[src/rtl/iddr_gearbox_if.sv]
// Pad-side DDR data, bitslip request and deserialized outputs of iddr_gearbox.
interface iddr_gearbox_if;
  logic       D;
  logic       CALIB;
  logic       Q0;
  logic       Q1;
  logic [3:0] Q;
  logic       QVALID;

  modport master (output D, CALIB, input Q0, Q1, Q, QVALID);
  modport slave  (input D, CALIB, output Q0, Q1, Q, QVALID);
endinterface

[src/rtl/iddr_gearbox.sv]
// DDR input capture with 1:4 deserializer; bitslip via CALIB rising edge when
// IDDR_GEARBOX_BITSLIP_EN is defined, otherwise CALIB is ignored.
module iddr_gearbox #(
  parameter logic INIT = 1'b0
) (
  input  logic           CLK,
  input  logic           RESET,
  iddr_gearbox_if.slave  bus
);

  logic       r_rise;
  logic       r_fall;
  logic       r_q0;
  logic       r_q1;
  logic       r_cap_vld;
  logic       r_pair_vld;
  logic [3:0] r_acc;
  logic [1:0] r_cnt;
  logic [3:0] r_q;
  logic       r_qvalid;
  logic       w_slip;
  logic [3:0] w_acc_nxt;
  logic [1:0] w_cnt_nxt;
  logic [3:0] w_q_nxt;
  logic       w_valid_nxt;

  always_ff @(posedge CLK or posedge RESET) begin
    if (RESET) r_rise <= INIT;
    else       r_rise <= bus.D;
  end

  always_ff @(negedge CLK or posedge RESET) begin
    if (RESET) r_fall <= INIT;
    else       r_fall <= bus.D;
  end

  always_ff @(posedge CLK or posedge RESET) begin
    if (RESET) begin
      r_q0 <= INIT;
      r_q1 <= INIT;
    end else begin
      r_q0 <= r_rise;
      r_q1 <= r_fall;
    end
  end

  // The first two pairs on Q0/Q1 after reset hold reset values, not stream bits.
  always_ff @(posedge CLK or posedge RESET) begin
    if (RESET) begin
      r_cap_vld  <= 1'b0;
      r_pair_vld <= 1'b0;
    end else begin
      r_cap_vld  <= 1'b1;
      r_pair_vld <= r_cap_vld;
    end
  end

`ifdef IDDR_GEARBOX_BITSLIP_EN
  logic r_calib_d;
  logic r_slip;

  always_ff @(posedge CLK or posedge RESET) begin
    if (RESET) begin
      r_calib_d <= 1'b0;
      r_slip    <= 1'b0;
    end else begin
      r_calib_d <= bus.CALIB;
      r_slip    <= bus.CALIB & ~r_calib_d;
    end
  end

  assign w_slip = r_slip;
`else
  logic w_unused_calib;

  assign w_unused_calib = bus.CALIB;
  assign w_slip         = 1'b0;
`endif

  // Q0 then Q1 each land at the current fill position; the count wraps on the
  // 4th bit so a leftover Q1 bit starts the next word at position 0.
  always_comb begin
    w_acc_nxt   = r_acc;
    w_cnt_nxt   = r_cnt;
    w_q_nxt     = r_q;
    w_valid_nxt = 1'b0;
    if (r_pair_vld) begin
      if (!w_slip) begin
        w_acc_nxt[w_cnt_nxt] = r_q0;
        if (w_cnt_nxt == 2'd3) begin
          w_q_nxt     = w_acc_nxt;
          w_valid_nxt = 1'b1;
        end
        w_cnt_nxt = w_cnt_nxt + 2'd1;
      end
      w_acc_nxt[w_cnt_nxt] = r_q1;
      if (w_cnt_nxt == 2'd3) begin
        w_q_nxt     = w_acc_nxt;
        w_valid_nxt = 1'b1;
      end
      w_cnt_nxt = w_cnt_nxt + 2'd1;
    end
  end

  always_ff @(posedge CLK or posedge RESET) begin
    if (RESET) begin
      r_acc    <= '0;
      r_cnt    <= '0;
      r_q      <= {4{INIT}};
      r_qvalid <= 1'b0;
    end else begin
      r_acc    <= w_acc_nxt;
      r_cnt    <= w_cnt_nxt;
      r_q      <= w_q_nxt;
      r_qvalid <= w_valid_nxt;
    end
  end

  assign bus.Q0     = r_q0;
  assign bus.Q1     = r_q1;
  assign bus.Q      = r_q;
  assign bus.QVALID = r_qvalid;

endmodule

[src/flat_wrapper.sv]
// flat-port wrapper written by rule: the top's interface ports become plain ports
module iddr_gearbox_flat 
#(
  parameter logic INIT = 1'b0
)
  (CLK, RESET, bus_D, bus_CALIB, bus_Q0, bus_Q1, bus_Q, bus_QVALID);
  iddr_gearbox_if bus_i ();
  input  logic CLK;
  input  logic RESET;
  input wire logic [$bits(bus_i.D)-1:0] bus_D;
  input wire logic [$bits(bus_i.CALIB)-1:0] bus_CALIB;
  output wire logic [$bits(bus_i.Q0)-1:0] bus_Q0;
  output wire logic [$bits(bus_i.Q1)-1:0] bus_Q1;
  output wire logic [$bits(bus_i.Q)-1:0] bus_Q;
  output wire logic [$bits(bus_i.QVALID)-1:0] bus_QVALID;
  assign bus_i.D = bus_D;
  assign bus_i.CALIB = bus_CALIB;
  assign bus_Q0 = bus_i.Q0;
  assign bus_Q1 = bus_i.Q1;
  assign bus_Q = bus_i.Q;
  assign bus_QVALID = bus_i.QVALID;
  iddr_gearbox #(.INIT(INIT)) u_core (.CLK(CLK), .RESET(RESET), .bus(bus_i));
endmodule
[config.mk]
export PLATFORM = sky130hd
export DESIGN_NAME = iddr_gearbox_flat
export DESIGN_NICKNAME = d
export VERILOG_FILES = /design/src/rtl/iddr_gearbox_if.sv /design/src/rtl/iddr_gearbox.sv /design/src/flat_wrapper.sv
export SDC_FILE = /design/constraint.sdc
export NUM_CORES = 1
export LEC_CHECK = 0
export CAP_MARGIN = 0
export CORE_AREA = 2 2 39 41
export DETAILED_ROUTE_END_ITERATION = 8
export DIE_AREA = 0 0 41 43
export GPL_TIMING_DRIVEN = 0
export PLACE_DENSITY = 0.66
export SLEW_MARGIN = 20
export SYNTH_ARGS = -nofsm -noshare
export SYNTH_HDL_FRONTEND = slang
export SYNTH_SLANG_ARGS = --single-unit
[constraint.sdc]
create_clock -name CLK -period 0.93 [get_ports CLK]
set_input_delay 0.093 -clock CLK [delete_from_list [all_inputs] [get_ports CLK]]
set_output_delay 0.093 -clock CLK [all_outputs]
set_load 0.005 [all_outputs]
Yosys cells after proc, flatten, opt, wreduce, memory -nomap -nowiden --
Cells that the tools add are included.
Storage, ports and cells: register bits 17, latch bits 0, bits in writable memories 0, ROM bits 0, output and inout bits 7, memories kept 0
Cells by class: add/subtract/negate cells 2, multipliers 0, divide/modulo/power cells 0, order comparisons 4, eq/ne operators 2, shift-type cells 0, muxes and demuxes 13, bitwise operators 0, reductions and logical operators 4
Operators by type and width (count):
- 2-to-1 mux 4 bit | 3
- bitwise mux 4 bit | 2
- < comparator 2 x 3 -> 1 bit, second input constant | 2
- 2-to-1 mux 1 bit | 5
- adder 2 x 1 -> 2 bit, second input constant | 2
- demux 1 bit (select 2 bit) | 2
- equality test 2 bit, second input constant | 2
- >= comparator 2 x 1 -> 1 bit, second input constant | 2
- logical AND 1 bit | 2
- 2-to-1 mux 2 bit | 1
- AND reduction 2 bit | 1
- nonzero test 2 bit | 1

Logic depth before layout (Yosys ltp) --
word-level depth 8, gate-level depth with buffers 2, gate-level depth less buffers 2

==> key figures <==
Setup path
  • Reg2reg path depth: 2
  • CP arrival: 1190 ps
  • Top Family by Delay on Critical Path: flip-flops
  • Crit path depth: 2
  • Worst setup EP type: flop
  • Buffers and inverters on the worst path: 0
  • Crit path largest cell delay: 460 ps
  • Setup crit start kind: flop
  • Critical path's slowest cell: dfrtp_2
  • Critical setup path kind: reg -> reg
  • Max FO, Critical Path: 5
  • Crit-path cells: nor2b_4, mux2_4
  • Required time of the worst setup path: 1090 ps

Place
  • DPL Wire Length: 485 um
  • PortBufs: 9
  • DP Area: 589 um2
  • Pre-CTS setup slack: -288 ps
  • Routability cong.: 0.647

GRT
  • Overflow after GRT: 0
  • Largest net degree at the start of global routing: 15
  • Number of global-route vias before repair: 288
  • Initial antenna violation count: 0
  • First-pass GRT wire length: 1.15 mm
  • GRT Total Usage: 10.9%

Floorplanning
  • Die Ht: 43 um
  • Die Wd: 41 um
  • Cell Rows: 14
  • Ports: 11
  • Core area: 1380 um2
  • Starting Density: 34.2%
  • Die ar.: 1760 um2

Routing
  • Residual DRC: 0
  • WL/cell: 10.8 um
  • DRT iter0 DRCs: 1
  • Via-to-Cell Ratio: 4.22
  • DR vias: 270
  • Drt pass-1 iters: 2
  • Routed Antenna Nets: 0
  • Final WL: 688 um

STA
  • Endpoints failing hold: 0
  • Final setup fails: 6
  • Min Tclk post-route: 1030 ps
  • Skew final: 5.48 ps
  • FMAX: 972 MHz
  • Worst setup margin: -98.4 ps
  • Final Slew Violations: 0
  • Final hold slack: 112 ps
  • RSZ-0062 raised after global routing: true
  • Tcrit/Tclk final: 111%

Power
  • Leakage power: 0.349 nW
  • Maximum vdd drop: 917 uV
  • Pwr/cell area: 2920 nW/um2

Finish
  • Layout Cell Area excl Fill: 663 um2
  • Synthesis-to-layout area growth: 40.2%
  • NumNets Final: 53
  • Layout cells sized above 1: 60.4%
  • Ant. Diodes: 0

Logic synthesis
  • Register bit total from synthesis: 14
  • Mapped Cells: 28
  • Synth cell types: 11
  • Cell Area, Synth: 473 um2
  • Seq/Total Area, Yosys: 74.1%
  • Synth Net Count: 32
  • Syn avg cell area: 16.9 um2
  • YS warnings: 0

Hold path
  • Hold Path Class: in -> async

Outcome
  • Failing checks: setup timing
  • Status: complete, but fails checks

Clock network
  • CTS tree: done
  • Root Buffer Master: clkbuf_4
  • # clock sinks: 14
  • Reg clk slew, reported paths: 80 ps
  • Post-CTS Hold Buffers: 0
  • H-tree levels: 1
  • CTS Buffer Depth: 2
  • TritonCTS Buffers: 3
  • Worst-skew pair later-pin latency: 280 ps

Run
  • Maximum capacitance violations: 0
-- report_power, final --
group	switching, mW	total [mW]	internal, mW
Sequential	0.121	0.914	0.793
Combinational	0.187	0.604	0.417
Clock	0.182	0.420	0.238
-- per-layer routing --
layer	vias to the layer above	wire length [um]	GRT usage, %
li1	134	-	-
met1	128	267	11.3
met2	8	368	15.6
met3	0	52	4.71
met4	0	0	10.0
met5	-	0	0
-- final timing paths --
path                                  start                 to  slack [ps]
max                         u_core.r_cnt[1]    u_core.r_acc[0]        -100
min reg2reg                u_core.r_cap_vld  u_core.r_pair_vld         360
min in group CLK                      bus_D      u_core.r_rise         280
min                                   RESET   u_core.r_cap_vld         110
max reg2reg                 u_core.r_cnt[1]    u_core.r_acc[0]        -100
max in group asynchronous             RESET      u_core.r_fall         240
-- metrics by stage --
stage | setup TNS (ps) | total power, mW | util, % | instances
2_1_floorplan | -212 | 1.17 | - | 28
3_3_place_gp | -775 | 1.41 | 42.6 | 53
3_5_place_dp | -926 | 1.44 | 42.6 | 53
4_1_cts | -364 | 1.96 | 47.5 | 64
5_1_grt | -483 | 2.07 | 47.9 | 64
6_report | -319 | 1.94 | 47.9 | 64
-- placed cells by master (no fill, tap or decap) --
cell / Yosys / layout
clkinvlp_4: 0 / 1
dfrtp_1: 13 / 11
dfrtn_1: 1 / 1
and3_2: 2 / 2
conb_1: 1 / 1
nand2_4: 1 / 1
clkdlybuf4s50_1: 0 / 2
clkbuf_2: 0 / 1
a21o_1: 2 / 2
buf_6: 0 / 2
clkbuf_8: 0 / 1
buf_2: 0 / 6
xor2_1: 1 / 1
inv_1: 2 / 1
buf_4: 0 / 5
dfrtp_2: 0 / 2
mux2_4: 2 / 4
clkbuf_4: 0 / 3
nor2b_4: 0 / 1
-- what timing repair did --
action                                  in CTS  in global routing
endpoints found under the setup margin      13                  8
pin swaps                                    1                  0
resized for setup                           29                  4
endpoints found under the hold margin        0                  0
gates cloned                                 0                  0
setup buffers                                7                  0
-- cell usage after synthesis --
| cell | count | area (um2) |
|---|---|---|
| dfrtp_1 | 13 | 325 |
| a21o_1 | 2 | 15.0 |
| and3_2 | 2 | 15.0 |
| inv_1 | 2 | 7.51 |
| mux2_1 | 2 | 22.5 |
| mux2_4 | 2 | 30.0 |
| conb_1 | 1 | 3.75 |
| dfrtn_1 | 1 | 25.0 |
| nand2_4 | 1 | 11.3 |
| nor2b_2 | 1 | 8.76 |
| xor2_1 | 1 | 8.76 |
-- registers in the layout, indices dropped and copies added, names as in the netlist --
signal	flops
u_core.bus.Q	4
u_core.bus.Q0	1
u_core.bus.Q1	1
u_core.bus.QVALID	1
u_core.r_acc	2
u_core.r_cap_vld	1
u_core.r_cnt	1
u_core.r_fall	1
u_core.r_pair_vld	1
u_core.r_rise	1
-- final cells by class --
type / instances / area, um2
sequential: 14 / 353
timing repair buffer: 16 / 115
tap: 16 / 20.0
fill: 134 / 721
multi-input combinational: 12 / 128
inverter: 2 / 11.3
clock buffer: 4 / 36.3
-- kinds of logic after synthesis --
kind of cell	synth area share, %
AO/OA/AOI/OAI	3.17
XOR/XNOR	1.85
buffers and inverters	1.59
flip-flops	74.1
multiplexers	11.1
other	0.793
AND/OR/NAND/NOR	7.41
Note: power is estimated with default switching activity, not from simulation.
